### src/rtl/fabric_frame_loader_if.sv
// Configuration word stream between the bitstream source and the frame loader.
//   WordData  : 32-bit configuration word (source -> loader)
//   WordValid : WordData valid (source -> loader)
//   WordReady : loader can accept (loader -> source)
// A word transfers on the rising edge where WordValid and WordReady are both high.
interface fabric_frame_loader_if #(
    parameter int unsigned DataWidth = 32
);
    logic [DataWidth-1:0] WordData;
    logic                 WordValid;
    logic                 WordReady;

    modport master (output WordData, output WordValid, input WordReady);
    modport slave  (input WordData, input WordValid, output WordReady);
endinterface

### src/rtl/fabric_frame_loader.sv
// Bitstream front-end: waits for the sync word, parses frame headers, pushes each
// frame's data words onto FrameData with a one-hot RowSelect, then fires one
// FrameStrobe/ColSelect pulse to commit the frame.
//   CLK, resetn : clock, asynchronous active-low reset
//   word        : configuration word stream (slave side)
//   FrameData   : registered row data
//   RowSelect   : one-hot row latch enable, one cycle per data word
//   FrameStrobe : one-hot frame strobe, one cycle per frame
//   ColSelect   : one-hot column select, coincident with FrameStrobe
//   Busy        : high in every state except IDLE (state decode)
//   Error       : sticky header error, cleared by the next sync word
//   FrameCount  : frames strobed since the last sync
module fabric_frame_loader #(
    parameter int unsigned FrameBitsPerRow = 32,
    parameter int unsigned MaxFramesPerCol = 20,
    parameter int unsigned NumRows         = 16,
    parameter int unsigned NumCols         = 16,
    parameter logic [31:0] SyncWord        = 32'hFAB0_FAB1,
    parameter logic [31:0] DesyncWord      = 32'hFFFF_FFFF
) (
    input  logic                       CLK,
    input  logic                       resetn,
    fabric_frame_loader_if.slave       word,
    output logic [FrameBitsPerRow-1:0] FrameData,
    output logic [NumRows-1:0]         RowSelect,
    output logic [MaxFramesPerCol-1:0] FrameStrobe,
    output logic [NumCols-1:0]         ColSelect,
    output logic                       Busy,
    output logic                       Error,
    output logic [15:0]                FrameCount
);

    localparam int unsigned COL_W   = $clog2(NumCols);
    localparam int unsigned FRAME_W = $clog2(MaxFramesPerCol);
    localparam int unsigned ROW_W   = $clog2(NumRows);
    localparam int unsigned CNT_W   = $clog2(NumRows + 1);

    typedef enum logic [1:0] {
        IDLE   = 2'd0,
        HDR    = 2'd1,
        DATA   = 2'd2,
        STROBE = 2'd3
    } state_t;

    state_t state_q, state_d;

    logic [COL_W-1:0]           col_q, col_d;
    logic [FRAME_W-1:0]         frame_q, frame_d;
    logic [CNT_W-1:0]           rows_q, rows_d;
    logic [ROW_W-1:0]           row_q, row_d;
    logic [FrameBitsPerRow-1:0] frame_data_d;
    logic [NumRows-1:0]         row_select_d;
    logic [MaxFramesPerCol-1:0] frame_strobe_d;
    logic [NumCols-1:0]         col_select_d;
    logic                       error_d;
    logic [15:0]                frame_count_d;

    // Header field decode
    logic [4:0]  hdr_col;
    logic [4:0]  hdr_frame;
    logic [15:0] hdr_rows;
    logic        hdr_bad_c;
    logic        xfer_c;
    logic        last_row_c;
    logic        unused_hdr_bits;

    assign hdr_col         = word.WordData[31:27];
    assign hdr_frame       = word.WordData[26:22];
    assign hdr_rows        = word.WordData[15:0];
    assign unused_hdr_bits = ^word.WordData[21:16];

    assign hdr_bad_c = (32'(hdr_col) >= NumCols) || (32'(hdr_frame) >= MaxFramesPerCol) ||
                       (hdr_rows == 16'd0) || (32'(hdr_rows) > NumRows);

    // Handshake status decodes the state only
    assign word.WordReady = (state_q != STROBE);
    assign Busy           = (state_q != IDLE);

    assign xfer_c     = word.WordValid && word.WordReady;
    assign last_row_c = ((32'(row_q) + 32'd1) == 32'(rows_q));

    // State register
    always_ff @(posedge CLK or negedge resetn) begin
        if (!resetn) begin
            state_q <= IDLE;
        end else begin
            state_q <= state_d;
        end
    end

    // Next state and next registered outputs
    always_comb begin
        state_d        = state_q;
        col_d          = col_q;
        frame_d        = frame_q;
        rows_d         = rows_q;
        row_d          = row_q;
        frame_data_d   = FrameData;
        row_select_d   = '0;
        frame_strobe_d = '0;
        col_select_d   = '0;
        error_d        = Error;
        frame_count_d  = FrameCount;

        unique case (state_q)
            IDLE: begin
                if (xfer_c && (word.WordData == SyncWord)) begin
                    state_d       = HDR;
                    error_d       = 1'b0;
                    frame_count_d = 16'd0;
                end
            end
            HDR: begin
                if (xfer_c) begin
                    if (word.WordData == DesyncWord) begin
                        state_d = IDLE;
                    end else if (hdr_bad_c) begin
                        state_d = IDLE;
                        error_d = 1'b1;
                    end else begin
                        state_d = DATA;
                        col_d   = COL_W'(hdr_col);
                        frame_d = FRAME_W'(hdr_frame);
                        rows_d  = CNT_W'(hdr_rows);
                        row_d   = '0;
                    end
                end
            end
            DATA: begin
                // Sync/desync values are plain data here
                if (xfer_c) begin
                    frame_data_d = word.WordData;
                    row_select_d = NumRows'(1) << row_q;
                    row_d        = ROW_W'(row_q + ROW_W'(1));
                    if (last_row_c) begin
                        state_d = STROBE;
                    end
                end
            end
            STROBE: begin
                // Row data was latched the cycle before; commit the frame now
                frame_strobe_d = MaxFramesPerCol'(1) << frame_q;
                col_select_d   = NumCols'(1) << col_q;
                frame_count_d  = FrameCount + 16'd1;
                state_d        = HDR;
            end
            default: begin
                state_d = IDLE;
            end
        endcase
    end

    // Datapath and registered outputs
    always_ff @(posedge CLK or negedge resetn) begin
        if (!resetn) begin
            col_q       <= '0;
            frame_q     <= '0;
            rows_q      <= '0;
            row_q       <= '0;
            FrameData   <= '0;
            RowSelect   <= '0;
            FrameStrobe <= '0;
            ColSelect   <= '0;
            Error       <= 1'b0;
            FrameCount  <= 16'd0;
        end else begin
            col_q       <= col_d;
            frame_q     <= frame_d;
            rows_q      <= rows_d;
            row_q       <= row_d;
            FrameData   <= frame_data_d;
            RowSelect   <= row_select_d;
            FrameStrobe <= frame_strobe_d;
            ColSelect   <= col_select_d;
            Error       <= error_d;
            FrameCount  <= frame_count_d;
        end
    end

endmodule
### src/flat_wrapper.sv
// flat-port wrapper written by rule: the top's interface ports become plain ports
module fabric_frame_loader_flat 
#(
    parameter int unsigned FrameBitsPerRow = 32,
    parameter int unsigned MaxFramesPerCol = 20,
    parameter int unsigned NumRows         = 16,
    parameter int unsigned NumCols         = 16,
    parameter logic [31:0] SyncWord        = 32'hFAB0_FAB1,
    parameter logic [31:0] DesyncWord      = 32'hFFFF_FFFF
)
  (CLK, resetn, FrameData, RowSelect, FrameStrobe, ColSelect, Busy, Error, FrameCount, word_WordData, word_WordValid, word_WordReady);
  fabric_frame_loader_if word_i ();
  input  logic CLK;
  input  logic resetn;
  output logic [FrameBitsPerRow-1:0] FrameData;
  output logic [NumRows-1:0] RowSelect;
  output logic [MaxFramesPerCol-1:0] FrameStrobe;
  output logic [NumCols-1:0] ColSelect;
  output logic Busy;
  output logic Error;
  output logic [15:0] FrameCount;
  input wire logic [$bits(word_i.WordData)-1:0] word_WordData;
  input wire logic [$bits(word_i.WordValid)-1:0] word_WordValid;
  output wire logic [$bits(word_i.WordReady)-1:0] word_WordReady;
  assign word_i.WordData = word_WordData;
  assign word_i.WordValid = word_WordValid;
  assign word_WordReady = word_i.WordReady;
  fabric_frame_loader #(.FrameBitsPerRow(FrameBitsPerRow), .MaxFramesPerCol(MaxFramesPerCol), .NumRows(NumRows), .NumCols(NumCols), .SyncWord(SyncWord), .DesyncWord(DesyncWord)) u_core (.CLK(CLK), .resetn(resetn), .word(word_i), .FrameData(FrameData), .RowSelect(RowSelect), .FrameStrobe(FrameStrobe), .ColSelect(ColSelect), .Busy(Busy), .Error(Error), .FrameCount(FrameCount));
endmodule
### config.mk
export PLATFORM = sky130hd
export DESIGN_NAME = fabric_frame_loader_flat
export DESIGN_NICKNAME = d
export VERILOG_FILES = /design/src/rtl/fabric_frame_loader_if.sv /design/src/rtl/fabric_frame_loader.sv /design/src/flat_wrapper.sv
export SDC_FILE = /design/constraint.sdc
export NUM_CORES = 1
export LEC_CHECK = 0
export ABC_AREA = 0
export CAP_MARGIN = 25
export CORE_UTILIZATION = 52
export CTS_CLUSTER_SIZE = 14
export DETAILED_ROUTE_END_ITERATION = 7
export PLACE_DENSITY = 0.9
export RECOVER_POWER = 25
export SYNTH_ARGS = -nofsm -noshare
export SYNTH_HDL_FRONTEND = slang
export SYNTH_SLANG_ARGS = --single-unit
### constraint.sdc
create_clock -name CLK -period 3.75 [get_ports CLK]
set_input_delay 0.75 -clock CLK [delete_from_list [all_inputs] [get_ports CLK]]
set_output_delay 0.75 -clock CLK [all_outputs]
set_load 0.03 [all_outputs]
* Word level (Yosys, flattened, before mapping)
Cells that the tools add are included.
** Operators by class
- Reductions and logical operators :: 17
- Add/sub/neg operators :: 3
- Magnitude comparators :: 3
- Bitwise operators :: 2
- Eq/ne operators :: 14
- Multiplexer cells :: 23
- Shifts and indexed selects :: 3
** Operators by type and width (count)
- $eq 32x32->1 const B :: 2
- $mux 16 :: 4
- $eq 32x5->1 :: 1
- $pmux 16 s2 :: 1
- $shl 1x4->16 const A :: 2
- $mux 20 :: 1
- $shl 1x5->20 const A :: 1
- $add 16x1->16 const B :: 1
- $gt 16x5->1 const B :: 1
- $logic_not 16->1 :: 1
- $mux 4 :: 4
- $mux 2 :: 6
- $ge 5x5->1 const B :: 2
- $ne 2x1->1 const B :: 5
- $reduce_and 5->1 :: 2
- $pmux 2 s4 :: 1
- $pmux 4 s2 :: 1
- $reduce_and 4->1 :: 2
- $reduce_bool 2->1 :: 4
- $ne 2x2->1 const B :: 3
- $add 4x1->5 const B :: 1
- $add 4x1->4 const B :: 1
- $eq 2x2->1 const B :: 2
- $mux 1 :: 4
- 7 further kinds :: 12
** Storage, ports and cells
- Input bits :: 35
- Output and inout bits :: 103
- Logic and storage cells :: 76
- Flip-flop bits (word level) :: 121

* Longest topological paths before layout
- Word-level depth :: 8
- Mapped depth :: 8
- Depth with buffers taken out :: 8

* Worst setup path after synthesis
No wires, ideal clock.
- Path type :: input -> register
- Start :: input port word_WordData[12]
- End :: register u_core.col_q[1]
- Cell stages on the path :: 6
- Setup time :: 125 ps
- Buffers on the path :: 1
- Arrival time :: 2262 ps
- Path slack :: 1363 ps
- Required time :: 3625 ps
- Cells stage by stage :: or3_1 > nor3_2 > inv_1 > nor3_2 > buf_4 > mux2_2
** On the way
- Longest elaborated chain between the ends :: 5
** RTL lines
- start: declaration :: RTL line flat_wrapper.sv:22 : input wire logic [$bits(word_i.WordData)-1:0] word_WordData;
- branches (longest 4 deep; another with $gt 16x5->1)
- $reduce_and 4->1 (no line) *
- end signal: assignment :: RTL line fabric_frame_loader.sv:167 : col_q <= col_d;
- end: declaration :: RTL line fabric_frame_loader.sv:47 : logic [COL_W-1:0] col_q, col_d;
Mark *: on every way between the ends.
A chain may end at the register's enable or synchronous reset.

* Worst setup path after layout
- Start :: register u_core.state_q[0]
- End :: output port word_WordReady
** On the way
- Longest elaborated chain between the ends :: 1
** RTL lines
- start: declaration :: RTL line fabric_frame_loader.sv:45 : state_t state_q, state_d;
- start signal: assignment :: RTL line fabric_frame_loader.sv:87 : state_q <= state_d;
- $ne 2x2->1 :: RTL line fabric_frame_loader.sv:76 : assign word.WordReady = (state_q != STROBE);
- end: declaration :: RTL line flat_wrapper.sv:24 : output wire logic [$bits(word_i.WordReady)-1:0] word_WordReady;
No other way between the ends.

==> flow_metrics.py <==
metrics = {
    "final_layout": {
        "nets": 615,
        "multiInputGateArea_sq_mm": 0.00190,
        "fillers": 541,
        "seq_area_sq_mm": 0.00303,
        "final_cell_area_sq_mm": 0.00717,
        "utilization_pct": 76.9,
        "drive_gt1_share_pct": 15.7,
        "antenna_cells": 0,
        "synthToLayoutAreaGrowth_pct": 42.2,
    },
    "job": {
        "cap_violations": 1,
    },
    "power_and_ir_drop": {
        "ir_drop_mv": 0.278,
        "total_power_w": 0.00338,
        "p_leak_nw": 3.26,
        "power.density_mw_per_mm2": 471,
    },
    "clock_tree": {
        "worstSkewPairLatency_ns": 0.53,
        "htreeDepth": 4,
        "tritoncts.num_buffers": 17,
        "cts_resized": 0,
        "ctsHoldBuffers": 0,
        "clk_path_buf_depth": 2,
        "cts_sinks": 121,
        "cts_tree": "built",
        "cts_root_buffer": "clkbuf_8",
        "path_clk_slew_ns": 0.06,
        "postCtsSetupBuffers": 0,
    },
    "setup_path": {
        "crit_chain": "ha_1 > inv_1 > clkdlybuf4s50_1",
        "crit_cells": 3,
        "worstSetupEndpointType": "output pin",
        "worstPathRequired_ns": 3.00,
        "critical_path_class": "register to output pin",
        "critPathMaxStageDelay_ns": 0.68,
        "worst-path-buf-inv": 2,
        "worstPathArrival_ns": 2.60,
        "critPathTopFamily": "buffers and inverters",
        "cp_max_fo": 15,
        "worstSetupStartpointType": "register",
        "reg2reg_depth": 7,
        "cp_slowest_cell": "clkdlybuf4s50_1",
    },
    "timing": {
        "worst_pin_slew_ns": 1.68,
        "fmax_mhz": 299,
        "maxSlewViolCount": 72,
        "layout_setup_ws_ns": 0.401,
        "fin_tns_setup_ns": 0,
        "finalHoldViolCount": 0,
        "setup_viol": 0,
        "fin_crit_sh_pct": 89.3,
        "rsz0062_at_grt": "false",
        "layout_min_cycle_time_ns": 3.35,
        "relSlewSlack_pct": -12.3,
        "skew_ns": 0.00867,
    },
    "global_route": {
        "grt_pass1_wl_mm": 22.3,
        "grt_overflow": 0,
        "met2_usage_pct": 53.0,
        "grt_pass1_vias": 4185,
        "grtUsageMet3_pct": 7.56,
        "grt_antenna_before_repair": 0,
        "grt_usage_pct": 30.2,
        "use_met1_pct": 34.8,
        "grt-busiest-layer": "met2",
        "grt_start_max_net_pins": 89,
    },
    "place": {
        "dp_slack_ns": 0.647,
        "place.gp.congestion": 0.874,
        "placed_area_sq_mm": 0.00655,
        "hpwl_mm": 9.31,
        "numPortBuffers": 137,
    },
    "run_status": {
        "violations": "max-capacitance violations, max-slew violations",
        "status": "complete, but fails checks",
    },
    "logic_synthesis": {
        "synth-seq-cells": 121,
        "yosysTopAreaCell": "dfrtp_1",
        "synthCells": 421,
        "synth_top_family_by_area": "simple AND/OR/NAND/NOR gates",
        "synthTopCellsByArea": "dfrtp_1 (60%), mux2_2 (10%), ha_1 (3.0%), nor2_1 (2.5%), xnor2_1 (2.3%)",
        "yosys.area_share.adder_pct": 2.98,
        "synth_enable_flop_cells": 0,
        "yosysMostFrequentCell": "dfrtp_1",
        "synth_compound_area_share_pct": 3.94,
        "netlist.area_leader.share_pct": 60.0,
        "synth_mux_area_share_pct": 11.1,
        "synthXorXnorAreaFrac_pct": 2.78,
        "syn-cell-area_sq_mm": 0.00504,
        "ys_top_cells_by_count": "dfrtp_1 (121), mux2_2 (46), nor2_1 (33)",
        "ys.warnings.count": 0,
        "synth_simple_gate_area_share_pct": 17.0,
        "synthDistinctLibCells": 38,
        "synth_seq_area_share_pct": 60.0,
        "synth.net_count": 468,
        "synthArstFlopShare_pct": 100,
        "postSynthAreaPerCell_sq_um": 12.0,
        "synthFlopType": "dfrtp_1",
    },
    "floorplanning": {
        "ios": 138,
        "die_y_um": 100,
        "dieWidth_um": 100,
        "rows": 35,
        "die_area_sq_mm": 0.0101,
        "start_util_pct": 54.1,
        "core-area_sq_mm": 0.00933,
    },
    "drt": {
        "drc": 0,
        "num_vias": 4168,
        "postRouteAntennaNets": 0,
        "wl_per_cell_um": 20.3,
        "via_per_inst": 5.87,
        "first_iter_violations": 308,
        "dr.pass1.iters": 5,
        "wirelength_mm": 14.4,
    },
    "hold_path": {
        "hold_class": "primary input to async pin",
    },
}
power breakdown:
part / internal, W / switching, W
registers: 0.00132 / 0.0000230
logic: 0.000112 / 0.000191
clock network: 0.00109 / 0.000635
worst reg2reg max path: stages, from the launching register on:
cell and delay [ns]:
dfrtp_1 0.41, ha_1 0.47, inv_1 0.37, nand2_1 0.22, nor4_1 0.45, a31oi_1 0.17, a21oi_1 0.39, mux2i_1 0.32
state kept, by name, summed over array words and instances (netlist names):
name	cells
u_core.FrameData	32
u_core.FrameStrobe	20
u_core.ColSelect	16
u_core.FrameCount	16
u_core.RowSelect	16
u_core.frame_q	5
u_core.rows_q	5
u_core.col_q	4
u_core.row_q	4
u_core.state_q	2
u_core.Error	1
final cells by class:
cell class	count	area share (%)
inverter	11	0.576
clock inverter	15	2.95
tap	129	2.25
timing repair buffer	144	19.7
sequential	121	42.2
multi-input combinational	273	26.5
clock buffer	17	5.77
layer usage:
layer	vias up	share of wire [%]
met3	52	8.6
met1	2066	36
met4	0	3.7
li1	1773	-
met2	277	52
met5	-	0
metrics by stage:
stage,std cells,hold WS [ns]
after floorplan,421,0.454
after global placement,677,0.486
after detailed placement,677,0.493
after CTS,709,0.468
after global routing,710,0.408
final,710,0.357
layout by cell type, fill, tap and decap left out, types with 2 or more instances in the layout:
cell type	n
or3_1	3
clkbuf_16	16
a21oi_1	10
dfrtp_1	121
xor2_1	3
nand4_1	13
nor4_1	9
ha_1	12
inv_1	11
xnor2_1	13
or4b_1	2
and2_1	9
clkdlybuf4s50_1	136
nand3_1	17
nand3b_1	3
nand2_1	27
nor3_1	18
nand2b_1	5
inv_6	6
nor3_2	3
mux2i_1	4
clkinv_4	3
mux2_2	46
and3_1	16
o21ai_0	10
bufinv_16	4
nor2_1	33
buf_4	6
a211oi_1	5
kinds of logic after synthesis:
family,count (synthesis)
multiplexers,50
AO/OA/AOI/OAI,32
AND/OR/NAND/NOR,163
adder cells (fa/ha/maj),12
flip-flops,121
XOR/XNOR,16
buffers and inverters,27
worst paths after layout:
path | start | to | slack (ns)
max | u_core.state_q[0] | word_WordReady | 0.40
min | resetn | u_core.FrameData[5] | 0.36
max reg2reg | u_core.state_q[0] | u_core.state_q[1] | 0.85
min reg2reg | u_core.FrameData[20] | u_core.FrameData[20] | 0.50
max in group asynchronous | resetn | u_core.rows_q[3] | 1.12
min in group CLK | u_core.FrameData[20] | u_core.FrameData[20] | 0.50
No activity file was read; power rests on OpenSTA's default activity.
